### src/rtl/control_sumator_fp_pkg.sv
// Shared definitions for the floating-point adder sequencer: state encoding,
// default datapath geometry and the shift/normalization counter width.
package control_sumator_fp_pkg;

  localparam int CSF_EXP_W     = 8;
  localparam int CSF_MAX_SHIFT = 27;
  localparam int CSF_NORM_MAX  = 27;
  localparam int CSF_CNT_W     = $clog2(CSF_MAX_SHIFT + 1);

  typedef enum logic [2:0] {
    ST_IDLE  = 3'd0,
    ST_LOAD  = 3'd1,
    ST_CMP   = 3'd2,
    ST_ALIGN = 3'd3,
    ST_ADD   = 3'd4,
    ST_NORM  = 3'd5,
    ST_WRITE = 3'd6,
    ST_DONE  = 3'd7
  } state_t;

  // Counter width able to hold the larger of the two step limits
  function automatic int cnt_width(input int max_shift, input int norm_max);
    int m;
    m = (max_shift > norm_max) ? max_shift : norm_max;
    return $clog2(m + 1);
  endfunction

endpackage

### src/rtl/control_sumator_fp_numarator_deplasare.sv
// Loadable down-counter for the alignment shift count. o_last flags the
// final shift cycle so the sequencer can leave ALIGN on that edge.
module numarator_deplasare
  import control_sumator_fp_pkg::*;
#(
  parameter int W = CSF_CNT_W
)(
  input  logic         clk,
  input  logic         clear_n,
  input  logic         i_load,
  input  logic [W-1:0] i_load_val,
  input  logic         i_dec,
  output logic         o_last
);

  logic [W-1:0] r_cnt;

  // Load has priority over decrement; the count never wraps below zero
  always_ff @(posedge clk or negedge clear_n) begin
    if (!clear_n) begin
      r_cnt <= '0;
    end else if (i_load) begin
      r_cnt <= i_load_val;
    end else if (i_dec && (r_cnt != '0)) begin
      r_cnt <= r_cnt - W'(1);
    end else begin
      r_cnt <= r_cnt;
    end
  end

  assign o_last = (r_cnt == W'(1));

endmodule

### src/rtl/control_sumator_fp.sv
// Sequencer for the floating-point adder datapath:
// load -> compare -> align (1 bit/cycle) -> add -> normalize -> write -> done.
// Optional build macro ALIGN_FLUSH_EN: adds flush_small and skips the
// alignment loop when the exponent gap reaches MAX_SHIFT.
module control_sumator_fp
  import control_sumator_fp_pkg::*;
#(
  parameter int EXP_W     = CSF_EXP_W,
  parameter int MAX_SHIFT = CSF_MAX_SHIFT,
  parameter int NORM_MAX  = CSF_NORM_MAX
)(
  input  logic           clk,
  input  logic           clear_n,
  input  logic           start,
  input  logic [EXP_W:0] exp_diff,
  input  logic           special,
  input  logic           sum_zero,
  input  logic           sum_carry,
  input  logic           sum_msb,
  output logic           ld_ops,
  output logic           clr_mants,
  output logic           ld_mants,
  output logic           swap,
  output logic           shr_en,
  output logic           add_en,
  output logic           norm_shr,
  output logic           norm_shl,
  output logic           exp_inc,
  output logic           exp_dec,
  output logic           ld_result,
  output logic           busy,
`ifdef ALIGN_FLUSH_EN
  output logic           flush_small,
`endif
  output logic           done
);

  localparam int CNT_W = cnt_width(MAX_SHIFT, NORM_MAX);
  localparam logic [EXP_W:0] MAX_V   = (EXP_W + 1)'(MAX_SHIFT);
  localparam logic [CNT_W-1:0] NMAX_V = CNT_W'(NORM_MAX);

  state_t           r_state;
  state_t           w_state_nxt;
  logic             r_swap;
  logic [CNT_W-1:0] r_norm_cnt;
  logic             r_ld_ops;
  logic             r_clr_mants;
  logic             r_shr_en;
  logic             r_add_en;
  logic             r_ld_result;
  logic             r_busy;
  logic             r_done;

  logic [EXP_W:0]   w_mag;
  logic [EXP_W:0]   w_sat;
  logic [CNT_W-1:0] w_shift_ld;
  logic             w_flush_go;
  logic             w_cnt_load;
  logic             w_cnt_last;
  logic             w_norm_exit;
  logic             w_shl;
  logic             w_shr;

  // Magnitude at full EXP_W+1 width: the most negative value maps to 2^EXP_W
  assign w_mag      = exp_diff[EXP_W] ? (~exp_diff + {{EXP_W{1'b0}}, 1'b1}) : exp_diff;
  assign w_sat      = (w_mag > MAX_V) ? MAX_V : w_mag;
  assign w_shift_ld = CNT_W'(w_sat);

`ifdef ALIGN_FLUSH_EN
  assign w_flush_go  = (w_mag >= MAX_V);
  assign flush_small = (r_state == ST_CMP) && !special && w_flush_go;
`else
  assign w_flush_go  = 1'b0;
`endif

  assign w_cnt_load = (r_state == ST_CMP) && !special && !w_flush_go;

  numarator_deplasare #(.W(CNT_W)) u_shift_cnt (
    .clk        (clk),
    .clear_n    (clear_n),
    .i_load     (w_cnt_load),
    .i_load_val (w_shift_ld),
    .i_dec      (r_state == ST_ALIGN),
    .o_last     (w_cnt_last)
  );

  // Normalization decisions in flag priority order: zero, carry, msb, limit
  assign w_shr       = (r_state == ST_NORM) && !sum_zero && sum_carry;
  assign w_norm_exit = sum_zero || sum_carry || sum_msb || (r_norm_cnt == NMAX_V);
  assign w_shl       = (r_state == ST_NORM) && !w_norm_exit;

  // Next-state selection
  always_comb begin
    w_state_nxt = r_state;
    case (r_state)
      ST_IDLE:  w_state_nxt = start ? ST_LOAD : ST_IDLE;
      ST_LOAD:  w_state_nxt = ST_CMP;
      ST_CMP: begin
        if (special) begin
          w_state_nxt = ST_WRITE;
        end else if (w_flush_go) begin
          w_state_nxt = ST_ADD;
        end else if (w_sat != '0) begin
          w_state_nxt = ST_ALIGN;
        end else begin
          w_state_nxt = ST_ADD;
        end
      end
      ST_ALIGN: w_state_nxt = w_cnt_last ? ST_ADD : ST_ALIGN;
      ST_ADD:   w_state_nxt = ST_NORM;
      ST_NORM:  w_state_nxt = w_norm_exit ? ST_WRITE : ST_NORM;
      ST_WRITE: w_state_nxt = ST_DONE;
      ST_DONE:  w_state_nxt = ST_IDLE;
      default:  w_state_nxt = ST_IDLE;
    endcase
  end

  // State, swap memory, normalization count and registered Moore strobes
  always_ff @(posedge clk or negedge clear_n) begin
    if (!clear_n) begin
      r_state     <= ST_IDLE;
      r_swap      <= 1'b0;
      r_norm_cnt  <= '0;
      r_ld_ops    <= 1'b0;
      r_clr_mants <= 1'b0;
      r_shr_en    <= 1'b0;
      r_add_en    <= 1'b0;
      r_ld_result <= 1'b0;
      r_busy      <= 1'b0;
      r_done      <= 1'b0;
    end else begin
      r_state <= w_state_nxt;

      if (r_state == ST_CMP) begin
        r_swap <= exp_diff[EXP_W];
      end else if (w_state_nxt == ST_IDLE) begin
        r_swap <= 1'b0;
      end else begin
        r_swap <= r_swap;
      end

      if (r_state == ST_ADD) begin
        r_norm_cnt <= '0;
      end else if (w_shl) begin
        r_norm_cnt <= r_norm_cnt + CNT_W'(1);
      end else begin
        r_norm_cnt <= r_norm_cnt;
      end

      r_ld_ops    <= (w_state_nxt == ST_LOAD);
      r_clr_mants <= (w_state_nxt == ST_LOAD);
      r_shr_en    <= (w_state_nxt == ST_ALIGN);
      r_add_en    <= (w_state_nxt == ST_ADD);
      r_ld_result <= (w_state_nxt == ST_WRITE);
      r_busy      <= (w_state_nxt != ST_IDLE);
      r_done      <= (w_state_nxt == ST_DONE);
    end
  end

  assign ld_ops    = r_ld_ops;
  assign clr_mants = r_clr_mants;
  assign shr_en    = r_shr_en;
  assign add_en    = r_add_en;
  assign ld_result = r_ld_result;
  assign busy      = r_busy;
  assign done      = r_done;

  assign swap      = (r_state == ST_CMP) ? exp_diff[EXP_W] : r_swap;
  assign ld_mants  = (r_state == ST_CMP) && !special;
  assign norm_shr  = w_shr;
  assign exp_inc   = w_shr;
  assign norm_shl  = w_shl;
  assign exp_dec   = w_shl;

endmodule

### config.mk
export PLATFORM = sky130hd
export DESIGN_NAME = control_sumator_fp
export DESIGN_NICKNAME = d
export VERILOG_FILES = /design/src/rtl/control_sumator_fp_pkg.sv /design/src/rtl/control_sumator_fp_numarator_deplasare.sv /design/src/rtl/control_sumator_fp.sv
export SDC_FILE = /design/constraint.sdc
export NUM_CORES = 1
export LEC_CHECK = 0
export ABC_AREA = 1
export BUFFER_PORTS_ARGS = -buffer_cell sky130_fd_sc_hd__buf_4
export CORE_AREA = 5 5 62 64
export CTS_CLUSTER_DIAMETER = 80
export DETAILED_ROUTE_END_ITERATION = 8
export DIE_AREA = 0 0 67 69
export GPL_ROUTABILITY_DRIVEN = 0
export PLACE_DENSITY = 0.62
export REMOVE_ABC_BUFFERS = 1
export SYNTH_ARGS = -nofsm -noshare
export SYNTH_HDL_FRONTEND = slang
export SYNTH_HIERARCHICAL = 1
export SYNTH_SLANG_ARGS = --single-unit
export TNS_END_PERCENT = 100
### constraint.sdc
create_clock -name clk -period 2.45 [get_ports clk]
set_input_delay 0.3675 -clock clk [delete_from_list [all_inputs] [get_ports clk]]
set_output_delay 0.3675 -clock clk [all_outputs]
set_load 0.1 [all_outputs]
Yosys cells after proc, flatten, opt, wreduce, memory -nomap -nowiden

Cells that the tools add are included.

Bitwise gates (word level): 1
Eq/ne operators: 14
Magnitude comparators: 1
Reduce and logical (&&, ||, !) cells: 19
Add/subtract/negate cells: 3
Mux-type cells: 15

Operator list:

| cell                                                                 | count |
|---|---|
| 3-bit case mux with 8 select lines                                   | 1 |
| 3-bit == test, second input constant                                 | 7 |
| 5-bit 2-to-1 mux                                                     | 4 |
| 9-bit 2-to-1 mux                                                     | 2 |
| 9-bit by 1-bit adder with 9-bit output, second input constant        | 1 |
| 3-bit by 2-bit == test with 1-bit output, second input constant      | 3 |
| 9-bit by 5-bit > comparator with 1-bit output, second input constant | 1 |
| 3-bit 2-to-1 mux                                                     | 3 |
| 9-bit inverter                                                       | 1 |
| 9-bit nonzero test                                                   | 1 |
| 3-bit by 1-bit == test with 1-bit output, second input constant      | 2 |
| 3-bit zero test                                                      | 2 |
| 2-bit nonzero test                                                   | 3 |
| 5-bit by 1-bit adder with 5-bit output, second input constant        | 1 |
| 5-bit by 1-bit == test with 1-bit output, second input constant      | 1 |
| 5-bit == test, second input constant                                 | 1 |
| 1-bit logical AND                                                    | 5 |
| 5-bit nonzero test                                                   | 1 |
| 5-bit by 1-bit subtractor with 5-bit output, second input constant   | 1 |
| 1-bit 2-to-1 mux                                                     | 4 |
| 1-bit zero test                                                      | 3 |
| 1-bit logical OR                                                     | 3 |
| 3-bit nonzero test                                                   | 1 |
| 2-bit 2-to-1 mux                                                     | 1 |

Output and inout bits: 13
Word-level logic and storage cells: 63
Input bits: 16
Register bits: 20

Depth between registers and ports, before layout

Gate-level depths: netlist of run 1.

Depth in word-level cells: 12
Mapped depth: 16
Mapped depth without buffers: 16

By module

The synthesis of run 1 kept the hierarchy.

By module, submodules not included:

| module              | area each (um^2) | cells each | times used | sequential area each (um^2) |
|---|---|---|---|---|
| control_sumator_fp  | 1,033.5          | 144        | 1          | 375.4 |
| numarator_deplasare | 335.3            | 48         | 1          | 125.1 |

Worst setup path after synthesis of run 1

No wires, ideal clock.

Path type: register to register
From: register r_state[0]
To: register u_shift_cnt.r_cnt[3]
Arrival: 4.271 ns
Required time: 2.326 ns
Library setup time: 0.124 ns
Path buffers: 1
Stages on the path, launching flop included: 8
Slack: -1.946 ns
Clock period less this slack: 4.396 ns
Cell sequence: dfrtp_1 > nor4_1 > buf_4 > inv_1 > nand2_1 > nor2_1 > nand2_1 > nand3_1

Word-level cells in the longest chain between the ends: 3
Elaborated cells between the ends (all ways): 6
Those cells by class: eq/ne: 2; mux: 1; reduce/logical: 3

RTL lines:

| element                                                | RTL line                                     | source |
|---|---|---|
| start: declaration                                     | control_sumator_fp.sv:42                     | `state_t r_state;` |
| start signal: assignment                               | control_sumator_fp.sv:132                    | `r_state <= w_state_nxt;` |
| 3-bit by 2-bit == test with 1-bit output (*)           | --                                           |  |
| 1-bit logical AND (*)                                  | --                                           |  |
| named net ld_mants                                     | control_sumator_fp.sv:22                     | `output logic ld_mants,` |
| 5-bit 2-to-1 mux or 2-bit nonzero test (tied branches) | --                                           |  |
| end signal: assignment                                 | control_sumator_fp_numarator_deplasare.sv:23 | `r_cnt <= i_load_val;` |
| end signal: assignment                                 | control_sumator_fp_numarator_deplasare.sv:25 | `r_cnt <= r_cnt - W'(1);` |
| end signal: assignment                                 | control_sumator_fp_numarator_deplasare.sv:27 | `r_cnt <= r_cnt;` |
| end: declaration                                       | control_sumator_fp_numarator_deplasare.sv:16 | `logic [W-1:0] r_cnt;` |

The timed path passes the listed nets; every way through them passes the cells marked *.
A chain may end at the register's enable or synchronous reset.

Worst setup path after layout of run 1

From: register r_norm_cnt[0]
To: output port exp_dec

Word-level cells in the longest chain between the ends: 4

RTL lines:

| element                  | RTL line                  | source |
|---|---|---|
| start: declaration       | control_sumator_fp.sv:45  | `logic [CNT_W-1:0] r_norm_cnt;` |
| start signal: assignment | control_sumator_fp.sv:145 | `r_norm_cnt <= r_norm_cnt + CNT_W'(1);` |
| start signal: assignment | control_sumator_fp.sv:147 | `r_norm_cnt <= r_norm_cnt;` |
| 5-bit == test            | control_sumator_fp.sv:89  | `assign w_norm_exit = sum_zero \|\| sum_carry \|\| sum_msb \|\| (r_norm_cnt == NMAX_V);` |
| 1-bit logical OR         | control_sumator_fp.sv:89  |  |
| 1-bit zero test          | control_sumator_fp.sv:90  | `assign w_shl = (r_state == ST_NORM) && !w_norm_exit;` |
| 1-bit logical AND        | control_sumator_fp.sv:90  |  |
| end: declaration         | control_sumator_fp.sv:29  | `output logic exp_dec,` |

No other way between the ends.

==> results of run 1 <==
-- cell usage in the layout, fill, tap and decap left out, types with 6 or more instances in the layout --
cell and n:
a21oi_1 6, buf_4 29, dfrtp_1 20, inv_1 32, nand2_1 45, nand2_2 8, nand3_1 14, nor2_1 16
o21ai_0 7
-- worst max-delay path: stages, from the launching register on --
cell and delay, ns:
dfrtp_1 0.43, ha_1 0.23, nand3_1 0.09, o21ai_0 0.11, nor2_2 0.30, buf_4 0.36
-- final timing paths --
check	startpoint	endpoint	slack, ns	depth (start not counted)
setup / recovery	r_norm_cnt[0]$_DFFE_PN0P_	exp_dec	0.25	5
hold / removal	start	clr_mants$_DFF_PN0_	0.31	3
setup reg to reg	u_shift_cnt/r_cnt[1]$_DFFE_PN0P_	r_swap$_DFFE_PN0P_	0.62	12
hold reg to reg	u_shift_cnt/r_cnt[4]$_DFFE_PN0P_	u_shift_cnt/r_cnt[4]$_DFFE_PN0P_	0.57	2
max in group asynchronous	clear_n	u_shift_cnt/r_cnt[2]$_DFFE_PN0P_	1.78	2
min in group asynchronous	clear_n	done$_DFF_PN0_	0.46	2
-- sequential cells by signal, indices dropped and copies added, names as in the netlist --
signal and flops:
add_en 1, r_state 3, ld_result 1, r_swap 1
u_shift_cnt/r_cnt 5, clr_mants 1, done 1, shr_en 1
r_norm_cnt 5, busy 1
-- where the power goes --
part	internal (mW)	total (mW)	switching, mW
sequential	0.440	0.532	0.0914
clock	0.165	0.273	0.108
combinational	0.305	1.11	0.804
total	0.910	1.91	1.00
-- layout make-up --
type / count / area, um2
fillers: 343 / 1555
multi-input cells: 133 / 706.9
flip-flops and latches: 20 / 500.5
repair buffers: 30 / 227.7
inverters: 35 / 131.4
well taps: 46 / 57.56
clock inverters: 1 / 30.03
clock buffers: 3 / 22.52
-- per-stage QoR --
stage               area (um2)  instances  setup slack, ns
floorplan                 1339        188           -2.871
global placement          1614        263           0.4538
detailed placement        1614        263           0.3463
CTS                       1677        268           0.2367
global route              1677        268          0.04811
finish                    1677        268           0.2493
-- layer usage --
layer | routed length [um] | track usage
met2 | 1477 | 0.2456
met3 | 122 | 0.01948
met4 | 50 | 0.06532
met5 | 0 | 0
met1 | 1294 | 0.1765
-- cell families after synthesis --
| family | after synthesis |
|---|---|
| fa+ha+maj | 4 |
| simple gates | 107 |
| compound gates | 21 |
| buf+inv | 39 |
| flops | 20 |
| xor+xnor | 1 |
==> impl_metrics.toml, run 1 <==
[yosys]
synth_compound_area_frac = 0.08227
yosys-top-cells-count = "nand2_1, inv_1, dfrtp_1, nor2_1, nand3_1"
synthFlopType = "dfrtp_1"
synth_cells = 192
synth_simple_gate_area_share = 0.3912
syn_area_per_cell_um2 = 7.129
synth_area_um2 = 1369
synth_adder_area_share = 0.03656
yosys-mux-area-fraction = 0
synth-edff-count = 0
synthArstFlopShare = 1.000
ys_seq_area_frac = 0.3656
synthTopCellsByArea = "dfrtp_1, nand2_1, inv_1, nand3_1, nor2_1"
yosys_warnings = 6
synth_top_family_by_area = "simple AND/OR/NAND/NOR gates"
synth_top_area_frac = 0.3656
synth-xor-area-share = 0.006399
synthDistinctLibCells = 27
synth-seq-cells = 20
yosysMostFrequentCell = "nand2_1"
synth_area_leader_cell = "dfrtp_1"

[timing]
post-route-period-util = 0.8982
finalHoldViolCount = 0
slew_headroom = 0.6471
max_freq_mhz = 454.4
setup_tns_ns = 0
skew_ns = 0.004406
grt_setup_unrepaired = "no"
slew_viol_final = 0
worst_pin_slew_ns = 0.5246
setup_viol = 0
fin_crit_ns = 2.201
hold_slack_ns = 0.3102

[clock_network]
cts_buffers = 3
postCtsSetupRepairBufs = 0
path_clk_slew_ns = 0.12
cts_tree = "done"
cts_hold_buffers = 1
clkSinkCount = 20
clockBufferDepth = 2
ctsRootBufferMaster = "clkbuf_4"
htree_levels = 1
cts.repair.resized = 0
clk_latency_ns = 0.30

[layout]
fin_nets = 243
drive_gt1_frac = 0.2523
n_antenna_cell = 0
final_util = 0.5188
syn2layout_area_growth_pct = 22.49

[floorplan]
die_y_um = 69
die_area_um2 = 4623
core_area_um2 = 3232
fp.dieW_um = 67
pin_count = 29
initial_core_util = 0.4235
row_count = 21

[grt]
grt_max_degree = 21
grt_pass1_wl_um = 5278
grt_use_total = 0.1446
first_global_vias = 1302
antenna_found_initial = 0
grt.overflow.total = 0

[power_and_ir_drop]
cellPowerDensity_nw_per_um2 = 1141
power_mw = 1.913
peakVddDrop_uv = 298.1
power_leakage_nw = 0.8541

[drt]
ant_nets = 0
wirelength_um = 2945
wl_per_cell_um = 10.99
drt_iter0_drc = 27
dr_total_vias = 1304
routed_via_density = 4.866
dr.pass1.iters = 4
drcViolationCount = 0

[placed_design]
portBuffers = 28
place.detailed.hpwl_um = 2434

[outcome]
status = "complete, no violations"

[critical_path]
crit_path_max_fanout = 9
path_class = "flip-flop to primary output"
cp-end-kind = "primary output"
startpoint_type = "flip-flop"
required_ns = 2.08
crit_arrival_ns = 1.83

[hold_path]
hold_class = "primary input to flip-flop"

[flow_run]
max_cap_viol_count = 0
No activity file was read; power rests on OpenSTA's default activity.
==> run 2, diff against run 1 <==
--- a/config.mk
+++ b/config.mk
@@ -7,12 +7,12 @@
 export LEC_CHECK = 0
 export ABC_AREA = 1
 export BUFFER_PORTS_ARGS = -buffer_cell sky130_fd_sc_hd__buf_4
-export CORE_AREA = 5 5 62 64
+export CORE_AREA = 5 5 82 84
 export CTS_CLUSTER_DIAMETER = 80
 export DETAILED_ROUTE_END_ITERATION = 8
-export DIE_AREA = 0 0 67 69
+export DIE_AREA = 0 0 87 89
 export GPL_ROUTABILITY_DRIVEN = 0
-export PLACE_DENSITY = 0.62
+export PLACE_DENSITY = 0.38
 export REMOVE_ABC_BUFFERS = 1
 export SYNTH_ARGS = -nofsm -noshare
 export SYNTH_HDL_FRONTEND = slang
==> run 2 against run 1 <==
Maximum frequency grew 0.67%. Via count shrank 3.1%. Cell count grew 11%. Total power grew 2.7%. Clock power grew 22%. Clock skew grew 0.00064 ns. Core utilization shrank 22 points. Non-clock buffer count is the same. Count of clock-buffer cells in the layout is the same. Setup slack gained 0.015 ns. First-iteration DRC count grew 48%. Die area grew 67%. Critical path type unchanged.
==> impl_metrics.toml, run 2 (same netlist as run 1, synthesis figures left out) <==
[outcome]
status = "complete, no violations"

[layout]
layout_common_cells = "nand2_1, inv_1, buf_4"
final_util = 0.2960
syn2layout_area_growth_pct = 26.51
reg_top3 = "r_norm_cnt: 5 flops, u_shift_cnt/r_cnt: 5 flops, r_state: 3 flops"
drive_gt1_frac = 0.2523
n_antenna_cell = 0
final_common_cell = "nand2_1"
fin_nets = 243

[clock_network]
cts.repair.resized = 0
cts_buffers = 3
clockBufferDepth = 2
ctsRootBufferMaster = "clkbuf_8"
clkSinkCount = 20
path_clk_slew_ns = 0.08
clk_latency_ns = 0.26
htree_levels = 1
cts_tree = "done"

[drt]
dr.pass1.iters = 4
routed_via_density = 4.256
drt_iter0_drc = 40
ant_nets = 0
drcViolationCount = 0
wirelength_um = 3205
wl_per_cell_um = 10.79
dr_total_vias = 1264

[timing]
worst_pin_slew_ns = 0.4647
setup_viol = 0
slew_viol_final = 0
finalHoldViolCount = 0
skew_ns = 0.005041
max_freq_mhz = 457.4
slew_headroom = 0.6878
fin_crit_ns = 2.186
post-route-period-util = 0.8923
grt_setup_unrepaired = "no"

[power_and_ir_drop]
power_leakage_nw = 0.8618
cellPowerDensity_nw_per_um2 = 1135
power_mw = 1.965
peakVddDrop_uv = 461.4

[placed_design]
place.detailed.hpwl_um = 2554
portBuffers = 28

[critical_path]
critPathLaunch = "r_norm_cnt[0]$_DFFE_PN0P_"
startpoint_type = "flip-flop"
rr_endpoint = "r_swap$_DFFE_PN0P_"
crit_arrival_ns = 1.82
required_ns = 2.08
path_class = "flip-flop to primary output"
rr_startpoint = "r_norm_cnt[0]$_DFFE_PN0P_"
crit_path_max_fanout = 9
r2r_cells = 10
cp-end-kind = "primary output"
rrSetupSlack_ns = 0.63

[grt]
antenna_found_initial = 0
grt_max_degree = 21
grt_pass1_wl_um = 5540
first_global_vias = 1245
grt.overflow.total = 0
grt_use_total = 0.08963

[floorplan]
core_area_um2 = 5851
die_area_um2 = 7743
pin_count = 29
row_count = 28
fp.dieW_um = 87
die_y_um = 89
initial_core_util = 0.2340

[hold_path]
whs_path_depth = 3
hold_class = "primary input to flip-flop"
worstHoldStart = "start"
worstHoldEndpoint = "clr_mants$_DFF_PN0_"

[flow_run]
max_cap_viol_count = 0
## run 2: cell counts in the layout (fill, tap and decap cells not counted)
Identical to the previous run, type by type.
## run 2: worst max-delay path, stage by stage (launching register included)
cell and delay (ns):
dfrtp_1 0.42, ha_1 0.25, nand3_1 0.09, o21ai_0 0.11, nor2_2 0.32, buf_4 0.36
## run 2: where the power goes
part	switching (mW)	internal (mW)
Sequential	0.0864	0.441
Clock	0.115	0.218
Combinational	0.800	0.304
## run 2: layout make-up
type | instances | area, um2
Fill cell | 649 | 4119
Multi-Input combinational cell | 133 | 706.9
Sequential cell | 20 | 500.5
Timing Repair Buffer | 30 | 227.7
Inverter | 35 | 131.4
Tap cell | 75 | 93.84
Clock buffer | 3 | 41.29
Clock inverter | 1 | 30.03
## run 2: layer usage
metal,vias up,GRT usage,share of wire,wire length [um]
li1,661,-,-,-
met1,576,0.1094,0.47,1504
met2,25,0.1594,0.47,1517
met3,2,0.02396,0.051,164
met4,0,0.01700,0.0059,19
met5,-,0,0,0
## run 2: worst max-delay path by stage
stage,to,cells after the start
6_report,exp_dec,5
5_1_grt,norm_shl,5
4_1_cts,exp_dec,5
3_5_place_dp,busy$_DFF_PN0_,14
3_3_place_gp,r_swap$_DFFE_PN0P_,11
2_1_floorplan,exp_inc,4
## run 2: stage by stage
stage / TNS (ns) / std cells / area, um2 / hold WS, ns / worst slack (ns)
2_1_floorplan: -37.95 / 188 / 1339 / 0.07191 / -2.871
3_3_place_gp: 0 / 292 / 1650 / 0.2765 / 0.3439
3_5_place_dp: 0 / 292 / 1650 / 0.2777 / 0.3136
4_1_cts: 0 / 297 / 1732 / 0.3492 / 0.2161
5_1_grt: 0 / 297 / 1732 / 0.3409 / 0.06621
6_report: 0 / 297 / 1732 / 0.3563 / 0.2639
## run 2: what timing repair did
action,CTS,global route
hold buffers,1,0
endpoints found under the hold margin,20,0
setup buffers,0,0
==> run 3, diff against run 2 <==
--- a/config.mk
+++ b/config.mk
@@ -7,15 +7,15 @@
 export LEC_CHECK = 0
 export ABC_AREA = 1
 export BUFFER_PORTS_ARGS = -buffer_cell sky130_fd_sc_hd__buf_4
-export CORE_AREA = 5 5 82 84
+export CORE_AREA = 5 5 69 102
 export CTS_CLUSTER_DIAMETER = 80
 export DETAILED_ROUTE_END_ITERATION = 8
-export DIE_AREA = 0 0 87 89
+export DIE_AREA = 0 0 74 107
 export GPL_ROUTABILITY_DRIVEN = 0
-export PLACE_DENSITY = 0.38
+export PLACE_DENSITY = 0.37
 export REMOVE_ABC_BUFFERS = 1
+export SKIP_LAST_GASP = 1
 export SYNTH_ARGS = -nofsm -noshare
 export SYNTH_HDL_FRONTEND = slang
-export SYNTH_HIERARCHICAL = 1
 export SYNTH_SLANG_ARGS = --single-unit
 export TNS_END_PERCENT = 100
==> run 3 against run 2 <==
Maximum frequency grew 7.1%. Die area increased by 2.3%. Synthesized cell count fell by 2.1%. Synthesized area is 1.6% higher. Sequential power is 0.9% lower. Critical path depth did not move. Non-clock buffer count did not move. Design area about the same. Wire length is 7.6% higher. Setup slack improved by 0.14 ns. Hold slack worse by 0.046 ns. First-iteration DRC count fell by 43%. Largest power group unchanged.
==> impl_metrics.toml, run 3 <==
[outcome]
status = "complete, no violations"

[floorplan]
die_y_um = 107
die_area_um2 = 7918
pin_count = 29
row_count = 35
fp.dieW_um = 74
initial_core_util = 0.2286
core_area_um2 = 6087

[drt]
routed_via_density = 4.346
drcViolationCount = 0
dr.pass1.iters = 4
wirelength_um = 3448
ant_nets = 0
wl_per_cell_um = 11.81
dr_total_vias = 1269
drt_iter0_drc = 23

[grt]
grt_max_degree = 21
antenna_found_initial = 0
grt.overflow.total = 0
grt_use_total = 0.09309
first_global_vias = 1375
grt_pass1_wl_um = 5809

[power_and_ir_drop]
cellPowerDensity_nw_per_um2 = 1122
power_mw = 1.944
power_leakage_nw = 0.8660
peakVddDrop_uv = 369.1

[placed_design]
place.detailed.hpwl_um = 2878
portBuffers = 28

[timing]
setup_viol = 0
fin_crit_ns = 2.041
skew_ns = 0.001479
max_freq_mhz = 489.9
grt_setup_unrepaired = "no"
slew_headroom = 0.7479
setup_tns_ns = 0
post-route-period-util = 0.8332
slew_viol_final = 0
finalHoldViolCount = 0
hold_slack_ns = 0.3101
worst_pin_slew_ns = 0.3752

[yosys]
synth_area_um2 = 1391
yosys-top-cells-count = "nand2_1, inv_1, dfrtp_1, nor2_1"
synth_cells = 188
synthArstFlopShare = 1.000
ys_seq_area_frac = 0.3597
synthDistinctLibCells = 29
synthFlopType = "dfrtp_1"
yosys_warnings = 0
synth-edff-count = 0
synth_top_area_frac = 0.3597
synth-seq-cells = 20
synth_area_leader_cell = "dfrtp_1"
syn_area_per_cell_um2 = 7.401
synthTopCellsByArea = "dfrtp_1, nand2_1, inv_1, nor2_1, nand2_2"
yosysMostFrequentCell = "nand2_1"

[layout]
fin_nets = 240
layout_common_cells = "nand2_1, buf_4, inv_1"
n_antenna_cell = 0
reg_top3 = "r_norm_cnt: 5 flops, u_shift_cnt.r_cnt: 5 flops, r_state: 3 flops"
final_util = 0.2847
syn2layout_area_growth_pct = 24.55
final_common_cell = "nand2_1"
drive_gt1_frac = 0.2798

[clock_network]
cts_tree = "done"
clk_latency_ns = 0.26
postCtsSetupRepairBufs = 0
clockBufferDepth = 2
path_clk_slew_ns = 0.08
cts_buffers = 3
cts.repair.resized = 0
ctsRootBufferMaster = "clkbuf_8"
clkSinkCount = 20
htree_levels = 1

[critical_path]
worst-path-buf-inv = 1
required_ns = 2.08
startpoint_type = "flip-flop"
rr_endpoint = "busy$_DFF_PN0_"
rr_startpoint = "r_norm_cnt[1]$_DFFE_PN0P_"
crit_arrival_ns = 1.67
r2r_cells = 10
cp-end-kind = "primary output"
crit_path_top_delay_cell = "dfrtp_1"
crit_path_max_fanout = 7
path_class = "flip-flop to primary output"
rrSetupSlack_ns = 0.54
critPathTopFamily = "flip-flops"
cpPeakStageDelay_ns = 0.39
crit_chain = "ha_1 -> nand2_1 -> o31ai_1 -> nor2_2 -> buf_4"

[hold_path]
worstHoldStart = "start"
whs_path_depth = 3
hold_class = "primary input to flip-flop"
worstHoldEndpoint = "clr_mants$_DFF_PN0_"

[flow_run]
max_cap_viol_count = 0
run 3: power breakdown:
part	switching, mW	internal, mW	total, mW
Combinational	0.847	0.320	1.17
Clock	0.112	0.143	0.255
Sequential	0.0773	0.446	0.523
Total	1.04	0.908	1.94
run 3: layout make-up:
type	count	area, um2
Fill cell	674	4354
Clock buffer	4	55.05
Multi-Input combinational cell	134	744.5
Sequential cell	20	500.5
Tap cell	74	92.59
Timing Repair Buffer	30	227.7
Inverter	30	112.6
run 3: worst reg2reg max path, stage by stage, from the launching register on:
cell     delay, ns
dfrtp_1       0.37
ha_1          0.21
nand2_1       0.07
o31ai_1       0.33
nor2_2        0.15
nor4_1        0.28
nand2_2       0.10
nand2_2       0.09
nand2_2       0.06
nor2_2        0.10
inv_1         0.05
run 3: kinds of logic (layout without fill, tap and decap cells):
group                      count (synthesis)  count (layout)  share of synthesized area
and+or+nand+nor                          102             102                     0.3723
adders and majority gates                  5               5                    0.04496
xor gates and xnor gates                   3               3                    0.01889
DFF                                       20              20                     0.3597
AOI/OAI and AO/OA                         24              24                    0.09892
buffers and inverters                     34              64                     0.1052
run 3: timing repair:
| item | 4_1_cts | 5_1_grt |
|---|---|---|
| setup endpoints to repair | 0 | 0 |
| hold buffers | 1 | 0 |
| endpoints found under the hold margin | 20 | 0 |
run 3: through the flow:
step	worst slack, ns	area [um2]	instances
2_1_floorplan	-2.847	1358	184
3_3_place_gp	0.3468	1668	287
3_5_place_dp	0.3272	1668	287
4_1_cts	0.3783	1733	292
5_1_grt	0.3096	1733	292
6_report	0.4086	1733	292
run 3: per-layer routing:
metal | track usage | wire length [um]
met1 | 0.08701 | 1238
met2 | 0.1885 | 1988
met3 | 0.007505 | 133
met4 | 0.04663 | 87
met5 | 0 | 0
run 3: worst max-delay path by stage:
stage	start	endpoint	depth (start not counted)
floorplan	r_state[0]$_DFF_PN0_	exp_inc	4
global placement	exp_diff[1]	busy$_DFF_PN0_	15
detailed placement	exp_diff[0]	busy$_DFF_PN0_	15
CTS	r_norm_cnt[0]$_DFFE_PN0P_	norm_shl	5
global route	r_norm_cnt[1]$_DFFE_PN0P_	exp_dec	5
finish	r_norm_cnt[0]$_DFFE_PN0P_	norm_shl	5
